**src/rtl/hall_pkg.sv**
```systemverilog
// Shared register map, bit positions and the STATUS layout for the Hall-sensor period meter.
package hall_pkg;

  localparam logic [1:0] ADDR_STATUS  = 2'd0;
  localparam logic [1:0] ADDR_PERIOD  = 2'd1;
  localparam logic [1:0] ADDR_COUNT   = 2'd2;
  localparam logic [1:0] ADDR_CONTROL = 2'd3;

  localparam int STAT_VALID   = 0;
  localparam int STAT_STALLED = 1;
  localparam int STAT_NEW     = 2;
  localparam int STAT_OVERRUN = 3;

  localparam int CTRL_ENABLE = 0;
  localparam int CTRL_CLEAR  = 1;
  localparam int CTRL_IRQ_EN = 2;

  // Field order matches the STATUS word, overrun in bit 3 down to valid in bit 0.
  typedef struct packed {
    logic overrun;
    logic is_new;
    logic stalled;
    logic valid;
  } status_t;

  function automatic logic [31:0] status_word(status_t s);
    return {28'd0, s};
  endfunction

endpackage

```
**src/rtl/hall_debounce.sv**
```systemverilog
// Two-flop synchroniser followed by a run-length debounce filter on the raw Hall level.
module hall_debounce
  import hall_pkg::*;
#(
  parameter int DEBOUNCE_CYC = 500
) (
  input  logic clk,
  input  logic reset,
  input  logic hall_in,
  output logic hall_filt
);

  localparam logic [15:0] RUN_LAST = 16'(DEBOUNCE_CYC - 1);

  logic        sync1_q, sync2_q;
  logic        filt_q, filt_d;
  logic [15:0] run_q, run_d;

  // The filtered level only flips after the synced level has disagreed with it for DEBOUNCE_CYC cycles in a row.
  always_comb begin
    filt_d = filt_q;
    run_d  = '0;
    if (sync2_q != filt_q) begin
      if (run_q == RUN_LAST) begin
        filt_d = ~filt_q;
      end else begin
        run_d = run_q + 16'd1;
      end
    end
  end

  always_ff @(posedge clk) begin
    if (reset) begin
      sync1_q <= 1'b0;
      sync2_q <= 1'b0;
      filt_q  <= 1'b0;
      run_q   <= '0;
    end else begin
      sync1_q <= hall_in;
      sync2_q <= sync1_q;
      filt_q  <= filt_d;
      run_q   <= run_d;
    end
  end

  assign hall_filt = filt_q;

endmodule

```
**src/rtl/hall_period_meter.sv**
```systemverilog
// Wheel-speed meter: debounced Hall input, rising-edge period capture, edge counter and a 4-word slave.
// Optional interrupt output is built when HALL_PERIOD_IRQ_EN is defined.
module hall_period_meter
  import hall_pkg::*;
#(
  parameter int DEBOUNCE_CYC = 500,
  parameter int TIMEOUT_CYC  = 5000000,
  parameter int PERIOD_W     = 24
) (
  input  logic        clk,
  input  logic        reset,
  input  logic        hall_in,
  input  logic [1:0]  avs_address,
  input  logic        avs_read,
  input  logic        avs_write,
  input  logic [31:0] avs_writedata,
  output logic [31:0] avs_readdata,
`ifdef HALL_PERIOD_IRQ_EN
  output logic        irq,
`endif
  output logic        hall_filt
);

  localparam logic [PERIOD_W-1:0] CNT_MAX = PERIOD_W'(TIMEOUT_CYC - 1);
  localparam logic [PERIOD_W-1:0] CNT_ONE = PERIOD_W'(1);

  logic                filt;
  logic                filt_prev_q;
  logic                rise;

  logic [PERIOD_W-1:0] cnt_q, cnt_d;
  logic [PERIOD_W-1:0] period_q, period_d;
  logic [31:0]         count_q, count_d;
  status_t             status_q, status_d;
  logic                armed_q, armed_d;
  logic                enable_q, enable_d;
  logic [31:0]         readdata_q, readdata_d;
  logic                irq_en_bit;

  logic                rd_period, wr_status, wr_control;
  logic                clear, ovr_w1c, at_max;

  hall_debounce #(
    .DEBOUNCE_CYC(DEBOUNCE_CYC)
  ) u_debounce (
    .clk      (clk),
    .reset    (reset),
    .hall_in  (hall_in),
    .hall_filt(filt)
  );

  assign rise       = filt & ~filt_prev_q;
  assign rd_period  = avs_read  && (avs_address == ADDR_PERIOD);
  assign wr_status  = avs_write && (avs_address == ADDR_STATUS);
  assign wr_control = avs_write && (avs_address == ADDR_CONTROL);
  assign clear      = wr_control && avs_writedata[CTRL_CLEAR];
  assign ovr_w1c    = wr_status  && avs_writedata[STAT_OVERRUN];
  assign at_max     = (cnt_q == CNT_MAX);

`ifdef HALL_PERIOD_IRQ_EN
  logic irq_en_q, irq_en_d;
  logic unused_wdata;
  assign unused_wdata = ^{avs_writedata[31:4]};
  assign irq_en_bit   = irq_en_q;
  assign irq          = status_q.is_new & irq_en_q;

  always_comb begin
    irq_en_d = irq_en_q;
    if (wr_control) irq_en_d = avs_writedata[CTRL_IRQ_EN];
  end

  always_ff @(posedge clk) begin
    if (reset) irq_en_q <= 1'b0;
    else       irq_en_q <= irq_en_d;
  end
`else
  // Without the interrupt option the irq_enable bit has no register behind it.
  logic unused_wdata;
  assign unused_wdata = ^{avs_writedata[31:4], avs_writedata[CTRL_IRQ_EN]};
  assign irq_en_bit   = 1'b0;
`endif

  // Bus side effects are applied first so a capture in the same cycle overrides them.
  always_comb begin
    cnt_d    = cnt_q;
    period_d = period_q;
    count_d  = count_q;
    status_d = status_q;
    armed_d  = armed_q;
    enable_d = enable_q;

    if (rd_period)  status_d.is_new  = 1'b0;
    if (ovr_w1c)    status_d.overrun = 1'b0;
    if (wr_control) enable_d         = avs_writedata[CTRL_ENABLE];

    if (clear) begin
      cnt_d            = '0;
      period_d         = '0;
      count_d          = '0;
      status_d.valid   = 1'b0;
      status_d.is_new  = 1'b0;
      status_d.overrun = 1'b0;
      armed_d          = 1'b0;
    end else if (enable_q) begin
      if (rise) begin
        cnt_d = '0;
        if (armed_q) begin
          period_d        = cnt_q + CNT_ONE;
          status_d.valid  = 1'b1;
          status_d.is_new = 1'b1;
          if (status_q.is_new) status_d.overrun = 1'b1;
        end
        armed_d          = 1'b1;
        status_d.stalled = 1'b0;
        count_d          = count_q + 32'd1;
      end else if (at_max) begin
        status_d.stalled = 1'b1;
        status_d.valid   = 1'b0;
        armed_d          = 1'b0;
      end else begin
        cnt_d = cnt_q + CNT_ONE;
      end
    end else begin
      // Keeping armed low while disabled means the first edge after re-enable only arms.
      armed_d = 1'b0;
    end
  end

  // Reads return the register contents from before this cycle's update.
  always_comb begin
    readdata_d = readdata_q;
    if (avs_read) begin
      unique case (avs_address)
        ADDR_STATUS:  readdata_d = status_word(status_q);
        ADDR_PERIOD:  readdata_d = status_q.stalled ? 32'd0 : 32'(period_q);
        ADDR_COUNT:   readdata_d = count_q;
        ADDR_CONTROL: readdata_d = {29'd0, irq_en_bit, 1'b0, enable_q};
        default:      readdata_d = '0;
      endcase
    end
  end

  always_ff @(posedge clk) begin
    if (reset) begin
      filt_prev_q <= 1'b0;
      cnt_q       <= '0;
      period_q    <= '0;
      count_q     <= '0;
      status_q    <= '0;
      armed_q     <= 1'b0;
      enable_q    <= 1'b1;
      readdata_q  <= '0;
    end else begin
      filt_prev_q <= filt;
      cnt_q       <= cnt_d;
      period_q    <= period_d;
      count_q     <= count_d;
      status_q    <= status_d;
      armed_q     <= armed_d;
      enable_q    <= enable_d;
      readdata_q  <= readdata_d;
    end
  end

  assign avs_readdata = readdata_q;
  assign hall_filt    = filt;

endmodule

```
**config.mk**
```make
export PLATFORM = sky130hd
export DESIGN_NAME = hall_period_meter
export DESIGN_NICKNAME = d
export VERILOG_FILES = /design/src/rtl/hall_pkg.sv /design/src/rtl/hall_debounce.sv /design/src/rtl/hall_period_meter.sv
export SDC_FILE = /design/constraint.sdc
export NUM_CORES = 1
export LEC_CHECK = 0
export CAP_MARGIN = 20
export CORE_MARGIN = 5
export CORE_UTILIZATION = 55
export CTS_CLUSTER_SIZE = 12
export DETAILED_ROUTE_END_ITERATION = 12
export HOLD_SLACK_MARGIN = 0.12
export PLACE_DENSITY_LB_ADDON = 0.08
export SYNTH_ARGS = -nofsm -noshare
export SYNTH_HDL_FRONTEND = slang
export SYNTH_SLANG_ARGS = --single-unit
```
**constraint.sdc**
```tcl
create_clock -name clk -period 4.95 [get_ports clk]
set_input_delay 0.99 -clock clk [delete_from_list [all_inputs] [get_ports clk]]
set_output_delay 0.99 -clock clk [all_outputs]
set_load 0.02 [all_outputs]
```
# Word level (Yosys, flattened, before mapping)
# Cells that the tools add are included.
dict set report totals {
  ff_bits 138
  word_cells 63
  output_inout_bits 33
  inputBits 39
}
dict set report op_classes {
  n_bitwise 6
  n_eq_ne 8
  addsub 3
  reduce_logical 16
  muxes 15
}
# cell n
set op_table {}
lappend op_table {{$pmux W32 S4} 1}
lappend op_table {{$mux W24} 3}
lappend op_table {{$add A32 B1 Y32 const B} 1}
lappend op_table {{$add A24 B1 Y24 const B} 1}
lappend op_table {{$eq A24 B23 Y1 const B} 1}
lappend op_table {{$add A16 B1 Y16 const B} 1}
lappend op_table {{$eq A16 B9 Y1 const B} 1}
lappend op_table {{$reduce_and A3 Y1} 3}
lappend op_table {{$mux W2} 4}
lappend op_table {{$mux W1} 6}
lappend op_table {{$reduce_and A2 Y1} 3}
lappend op_table {{$reduce_or A3 Y1} 2}
lappend op_table {{$logic_and A1 B1 Y1} 5}
lappend op_table {{$not A1 Y1} 5}
lappend op_table {{$eq A2 B2 Y1 const B} 2}
lappend op_table {{$mux W4} 1}
lappend op_table {{$eq A2 B1 Y1 const B} 1}
lappend op_table {{$logic_not A2 Y1} 1}
lappend op_table {{$ne A2 B1 Y1 const B} 1}
lappend op_table {{$ne A2 B2 Y1 const B} 1}
lappend op_table {{$reduce_bool A2 Y1} 1}
lappend op_table {{$reduce_or A2 Y1} 1}
lappend op_table {{$and A1 B1 Y1} 1}
lappend op_table {{$ne A1 B1 Y1} 1}

# Depth between registers and ports, before layout
# Gate-level depths: netlist of the first run.
dict set report logic_depth {
  word_depth 8
  depth_mapped 7
  ltp_nobuf 6
}

# By module
# A second synthesis of the first run with hierarchy kept.
dict set report hier_totals {
  cells_unflattened 749
  area_unflattened_um2 6352.3
}
# mod cells_per_inst area_per_inst_um2 instances seq_area_each_um2
set modules_own_cells {}
lappend modules_own_cells {hall_period_meter 662 5514.0 1 2382.3}
lappend modules_own_cells {hall_debounce 87 838.3 1 380.4}

# Worst setup path before layout of the first run
# OpenSTA, ideal clock, no wires.
dict set report synth_timing {
  path_type {input -> register}
  from {input avs_address[0]}
  to {register period_q[10]}
  required_ps 4813
  n_path_buf 3
  cell_stages 7
  setup_time_ps 137
  path_slack_ps 2639
  arrival_time_ps 2174
  path_cell_list {clkbuf_1 and3_1 nand2_1 nand2b_1 buf_2 buf_1 a211oi_1}
}
dict set report synth_via {
  elab_chain_len 4
}
# element line_no
set synth_rtl {}
lappend synth_rtl {{from (decl)} hall_period_meter.sv:13} ;# input logic [1:0] avs_address,
lappend synth_rtl {{$eq A2 B2 Y1} hall_period_meter.sv:55} ;# assign wr_control = avs_write && (avs_address == ADDR_CONTROL);
lappend synth_rtl {{$logic_and A1 B1 Y1} hall_period_meter.sv:55}
lappend synth_rtl {{$logic_and A1 B1 Y1} hall_period_meter.sv:56} ;# assign clear = wr_control && avs_writedata[CTRL_CLEAR];
lappend synth_rtl {{$reduce_or A2 Y1 (no line)} n/a}
lappend synth_rtl {{to (signal assigned)} hall_period_meter.sv:156} ;# period_q <= period_d;
lappend synth_rtl {{to (decl)} hall_period_meter.sv:32} ;# logic [PERIOD_W-1:0] period_q, period_d;
# Every way passes these cells.
# A chain may end at the register's enable or synchronous reset.

# Worst setup path after layout of the first run
dict set report layout_timing {
  from {input avs_address[1]}
  to {register readdata_q[11], in the netlist avs_readdata[11]}
}
dict set report layout_via {
  elab_chain_len 2
  word_cells_on_any_way 5
  classes_between {3 x eq/ne; 1 x mux; 1 x reduce/logical}
}
# element line_no
set layout_rtl {}
lappend layout_rtl {{$eq A2 B2 Y1 (tied with other cells)} hall_period_meter.sv:133} ;# unique case (avs_address)
lappend layout_rtl {{$pmux W32 S4 *} hall_period_meter.sv:133}
lappend layout_rtl {{to (signal assigned)} hall_period_meter.sv:161} ;# readdata_q <= readdata_d;
lappend layout_rtl {{to (decl)} hall_period_meter.sv:37} ;# logic [31:0] readdata_q, readdata_d;
# Mark *: on every way between the ends. The rest lies on a longest branch, timed or not.

==> flow_metrics.env, run 1 <==
export IMPL_clkTransAtPathRegs_ps=60
export IMPL_antenna_found_initial=0
export IMPL_wl_per_cell_um=17.05
export IMPL_min_period_ps=3015
export IMPL_top_layer_used="met4"
export IMPL_cpPeakStageDelay_ps=910
export IMPL_grt_max_degree=49
export IMPL_setup_tns_final_ps=0
export IMPL_postCtsSetupBuffers=0
export IMPL_finish_net_count=755
export IMPL_finalWirelength_mm=14.77
export IMPL_wl_met3_um=715
export IMPL_post_route_worst_setup_slack_ps=1935
export IMPL_hold_viol=0
export IMPL_ys_ff_latch=138
export IMPL_clockBufferDepth=2
export IMPL_cp_top_family="simple AND/OR/NAND/NOR gates"
export IMPL_io_pins=72
export IMPL_status="complete, no violations"
export IMPL_synth_cells=696
export IMPL_tightest_slew_ps=1094
export IMPL_antenna_cells=0
export IMPL_synth_top_area_frac=0.4485
export IMPL_stdcell_area_mm2=0.007138
export IMPL_crit_type="input port to register"
export IMPL_fp_row_count=38
export IMPL_ant_nets=0
export IMPL_power_leakage_nw=2.500
export IMPL_fin_skew_ps=6.800
export IMPL_synth_area_top_cells="dfxtp_1 (45%), nor2_1 (6.8%), xor2_1 (5.4%), xnor2_1 (3.7%), a222oi_1 (3.3%)"
export IMPL_tritoncts="done"
export IMPL_ys_dominant_reg_cell="dfxtp_1"
export IMPL_endpoint_kind="register"
export IMPL_fmax_ghz=0.3317
export IMPL_route_met2_wl_mm=7.042
export IMPL_slew_viol_final=0
export IMPL_grt_usage=0.2304
export IMPL_min_path_type="register to register"
export IMPL_vias=5224
export IMPL_routed_via_density=6.032
export IMPL_gp_congestion=0.8507
export IMPL_min_period_over_period=0.6090
export IMPL_dp_worst_setup_slack_ps=1385
export IMPL_cts_root_buffer="clkbuf_8"
export IMPL_yosysMostFrequentCell="dfxtp_1"
export IMPL_final_cells=866
export IMPL_synth_edff_count=0
export IMPL_port_buffers=42
export IMPL_ys_async_sr_fraction=0
export IMPL_netlist_area_mm2=0.006160
export IMPL_crit_required_ps=5420
export IMPL_worst_path_buf_inv=1
export IMPL_route_detailed_drc=0
export IMPL_htreeDepth=4
export IMPL_slew_headroom=0.2695
export IMPL_drtIter0Drc=556
export IMPL_initial_core_util=0.5657
export IMPL_drt_pass1_iter_count=8
export IMPL_area_delta_synth_final_pct=15.88
export IMPL_critPathMaxFanout=26
export IMPL_placed_area_mm2=0.006575
export IMPL_wl_met1_mm=6.709
export IMPL_synth_area_leader_cell="dfxtp_1"
export IMPL_syn_avg_cell_area_um2=8.850
export IMPL_die_x_um=115.8
export IMPL_grt_pass1_vias=4807
export IMPL_dieArea_mm2=0.01342
export IMPL_cts_resized=0
export IMPL_crit_path_top_delay_cell="and2_1"
export IMPL_clock_sinks=138
export IMPL_dp_cells=834
export IMPL_die_y_um=115.8
export IMPL_finalSetupViolations=0
export IMPL_ys_warn_count=0
export IMPL_numCtsBuffers=17
export IMPL_synth_nets=738
export IMPL_insertion_delay_ps=530
export IMPL_start_kind="input port"
export IMPL_synthTopCellsByCount="dfxtp_1 (138), nor2_1 (112), nand2_1 (40)"
export IMPL_synth_cell_types=62
export IMPL_grt_pass1_wl_mm=24.10
export IMPL_hpwl_mm=9.939
export IMPL_ir_drop_mv=0.2770
export IMPL_maxCapViolCount=0
export IMPL_yosysSeqAreaShare=0.4485
export IMPL_overflow=0
export IMPL_rsz0062_at_grt="false"
export IMPL_p_per_area_mw_per_mm2=337.1
export IMPL_arrival_ps=3480
export IMPL_core_mm2=0.01089
export IMPL_final_core_util=0.6556
export IMPL_holdBufCountCts=0
export IMPL_post_route_cells_drive_above_1_share=0.07025
export IMPL_crit_chain="clkdlybuf4s50_1, nor2b_1, and2_1, a222oi_1, nor2_1"
[power by group]
| group | switching [mW] | total [mW] | internal, mW |
|---|---|---|---|
| Sequential | 0.00719 | 1.12 | 1.12 |
| Combinational | 0.0535 | 0.0772 | 0.0237 |
| Clock | 0.453 | 1.21 | 0.752 |
| Total | 0.513 | 2.41 | 1.89 |
[cell families (layout without fill, tap and decap cells)]
logic type      after synthesis  in the layout  synth area share
compound gates              131            131            0.1461
simple gates                297            297            0.2543
mux                           7              7           0.01381
xor+xnor                     64             64           0.09100
flops                       138            138            0.4485
buf+inv                      56             86           0.04022
fa+ha+maj                     3              3          0.006094
[sequential cells by signal, summed over array words and instances (netlist names), 4 cells and up]
name / flops
u_debounce.run_q: 16
cnt_q: 24
period_q: 24
avs_readdata: 32
count_q: 32
status_q: 4
[layout by cell type (no fill, tap or decap), types with 16 or more instances in the layout]
cell	instances
nand3_1	30
and3_1	23
xor2_1	38
dfxtp_1	138
clkdlybuf4s50_1	42
nor2_1	112
clkbuf_16	16
a222oi_1	20
nand2_1	40
nand4_1	17
xnor2_1	26
a21oi_1	33
o21ai_0	25
[metrics by stage]
stage | hold slack, ps | power, mW
finish | 453.0 | 2.406
global route | 476.8 | 2.490
CTS | 456.3 | 2.426
detailed placement | 444.6 | 1.225
global placement | 440.2 | 1.223
floorplan | 413.8 | 1.197
[routing by layer]
| layer | track usage | up-vias |
|---|---|---|
| met5 | 0 | - |
| met4 | 0.09590 | 0 |
| met3 | 0.05640 | 21 |
| met2 | 0.3702 | 137 |
| met1 | 0.2973 | 2522 |
| li1 | - | 2544 |
[layout make-up]
| class | instances | area (um2) |
|---|---|---|
| fillers | 919 | 3750 |
| repair buffers | 46 | 450.4 |
| clock buffers | 24 | 470.5 |
| multi-input cells | 502 | 3157 |
| well taps | 140 | 175.2 |
| inverters | 8 | 30.03 |
| clock inverters | 8 | 92.59 |
| flip-flops and latches | 138 | 2763 |
[path summary, 6_finish.rpt]
kind | startpoint | endpoint | slack [ps] | depth (start not counted)
max | avs_address[1] | avs_readdata[11] | 1940 | 5
min | u_debounce.sync1_q | u_debounce.sync2_q | 450 | 1
max reg2reg | enable_q | period_q[6] | 2020 | 5
min reg2reg | u_debounce.sync1_q | u_debounce.sync2_q | 450 | 1
No activity file was read; power rests on OpenSTA's default activity.
==> inputs of run 2 (changes only) <==
Clock period 4.95 ns to 2.92 ns, I/O delays scaled along.
==> run 2 against run 1 <==
  * Flip-flop and latch count stayed put
  * Critical path depth is 1 higher
  * Die area stayed put
  * Register-to-register slack worse by 1400 ps
  * Global-route usage is 0.90 points higher
  * Core utilization is 2.3 points higher
  * Non-clock buffer count is 16 higher
  * Critical path type is now register to register
  * Highest routed layer unchanged
==> flow_metrics.env, run 2 (same netlist as run 1, synthesis figures left out) <==
export IMPL_wl_per_cell_um=17.05
export IMPL_vias=5263
export IMPL_finish_net_count=771
export IMPL_cts_resized=0
export IMPL_initial_core_util=0.5657
export IMPL_layout_common_cells="dfxtp_1 (138), nor2_1 (112), clkdlybuf4s50_1 (42), nand2_1 (40), xor2_1 (38)"
export IMPL_fin_skew_ps=5.348
export IMPL_antenna_found_initial=0
export IMPL_rsz0062_at_grt="false"
export IMPL_top_layer_used="met4"
export IMPL_rr_endpoint="cnt_q[22]"
export IMPL_status="complete, no violations"
export IMPL_finalWirelength_mm=15.03
export IMPL_grt_max_degree=50
export IMPL_reg2reg_depth=6
export IMPL_htreeDepth=4
export IMPL_maxCapViolCount=0
export IMPL_tritoncts="done"
export IMPL_crit_required_ps=3370
export IMPL_grt_pass1_vias=5095
export IMPL_p_per_area_mw_per_mm2=614.2
export IMPL_min_from="u_debounce.sync1_q"
export IMPL_postCtsSetupBuffers=0
export IMPL_slew_headroom=0.5845
export IMPL_min_path_type="register to register"
export IMPL_start_kind="register"
export IMPL_dp_worst_setup_slack_ps=415.6
export IMPL_numCtsBuffers=17
export IMPL_clock_sinks=138
export IMPL_hpwl_mm=10.32
export IMPL_r2r_start="cnt_q[0]"
export IMPL_crit_type="register to register"
export IMPL_holdPathEnd="u_debounce.sync2_q"
export IMPL_holdBufCountCts=0
export IMPL_die_y_um=115.8
export IMPL_post_route_cells_drive_above_1_share=0.09299
export IMPL_dieArea_mm2=0.01342
export IMPL_clkTransAtPathRegs_ps=60
export IMPL_core_mm2=0.01089
export IMPL_endpoint_kind="register"
export IMPL_min_period_over_period=0.7712
export IMPL_routed_via_density=5.967
export IMPL_critPathMaxFanout=8
export IMPL_finalSetupViolations=0
export IMPL_clockBufferDepth=2
export IMPL_grt_pass1_wl_mm=25.27
export IMPL_io_pins=72
export IMPL_stdcell_area_mm2=0.007385
export IMPL_area_delta_synth_final_pct=19.89
export IMPL_tightest_slew_ps=621.9
export IMPL_hold_depth=1
export IMPL_wl_met3_um=829
export IMPL_drt_pass1_iter_count=7
export IMPL_port_buffers=42
export IMPL_antenna_cells=0
export IMPL_grt_usage=0.2394
export IMPL_crit_chain="ha_1, nand3_2, nor4_4, nand4_1, or3_1, a21oi_1"
export IMPL_insertion_delay_ps=530
export IMPL_post_route_worst_setup_slack_ps=668.2
export IMPL_die_x_um=115.8
export IMPL_wl_met1_mm=6.753
export IMPL_gp_congestion=0.8738
export IMPL_final_common_cell="dfxtp_1"
export IMPL_fp_row_count=38
export IMPL_placed_area_mm2=0.006695
export IMPL_arrival_ps=2710
export IMPL_cts_root_buffer="clkbuf_8"
export IMPL_drtIter0Drc=584
export IMPL_cpPeakStageDelay_ps=540
export IMPL_ir_drop_mv=0.8048
export IMPL_crit_path_top_delay_cell="nor4_4"
export IMPL_route_met2_wl_mm=7.253
export IMPL_ant_nets=0
export IMPL_setup_tns_final_ps=0
export IMPL_fmax_ghz=0.4441
export IMPL_route_detailed_drc=0
export IMPL_min_period_ps=2252
export IMPL_overflow=0
export IMPL_ff2ff_setup_slack_ps=670
export IMPL_slew_viol_final=0
export IMPL_power_leakage_nw=2.635
export IMPL_hold_viol=0
## run 2: cell types whose count changed in the layout (fill, tap and decap cells not counted), sizes merged
cell,before,now
buf,4,20
bufinv,2,7
clkbuf,24,21
clkinv,5,3
## run 2: metrics by stage
step / instances / hold slack [ps] / power [mW] / utilization
floorplan: 696 / 413.8 / 2.029 / -
global placement: 850 / 442.3 / 2.087 / 0.6149
detailed placement: 850 / 449.2 / 2.089 / 0.6149
CTS: 882 / 457.1 / 4.565 / 0.6782
global route: 882 / 474.0 / 4.670 / 0.6782
finish: 882 / 452.3 / 4.535 / 0.6782
## run 2: routing by layer
metal  global-route usage  vias to the layer above
li1                     -                     2576
met1               0.3096                     2525
met2               0.3882                      143
met3              0.06580                       19
met4              0.08043                        0
met5                    0                        -
## run 2: worst max-delay path: cells and delay by family, from the launching register on
kind,cells,cell delay (ps)
AOI/OAI and AO/OA,1,160
adders and majority gates,1,270
DFF,1,430
and+or+nand+nor,4,1320
## run 2: report_power, final
| group | internal [mW] | switching, mW | total, mW | leakage (nW) |
|---|---|---|---|---|
| clock | 1.69 | 0.793 | 2.49 | 0.332 |
| combinational | 0.0508 | 0.0962 | 0.147 | 1.19 |
| sequential | 1.89 | 0.00966 | 1.90 | 1.11 |
| total | 3.64 | 0.899 | 4.54 | 2.63 |
## run 2: final cells by class
class	instances	area (um2)
inverters	8	30.03
clock inverters	11	240.2
well taps	140	175.2
repair buffers	62	570.5
clock buffers	21	449.2
flip-flops and latches	138	2763
multi-input cells	502	3157
fillers	888	3503
## run 2: worst max path at each step
stage,from,endpoint,slack (ps),cells after the start
floorplan,avs_address[0],period_q[10],1020,7
global placement,avs_address[1],cnt_q[15],410,7
detailed placement,avs_address[1],cnt_q[15],420,7
CTS,u_debounce.hall_filt,hall_filt,690,1
global route,cnt_q[0],cnt_q[22],480,6
finish,cnt_q[0],cnt_q[22],670,6
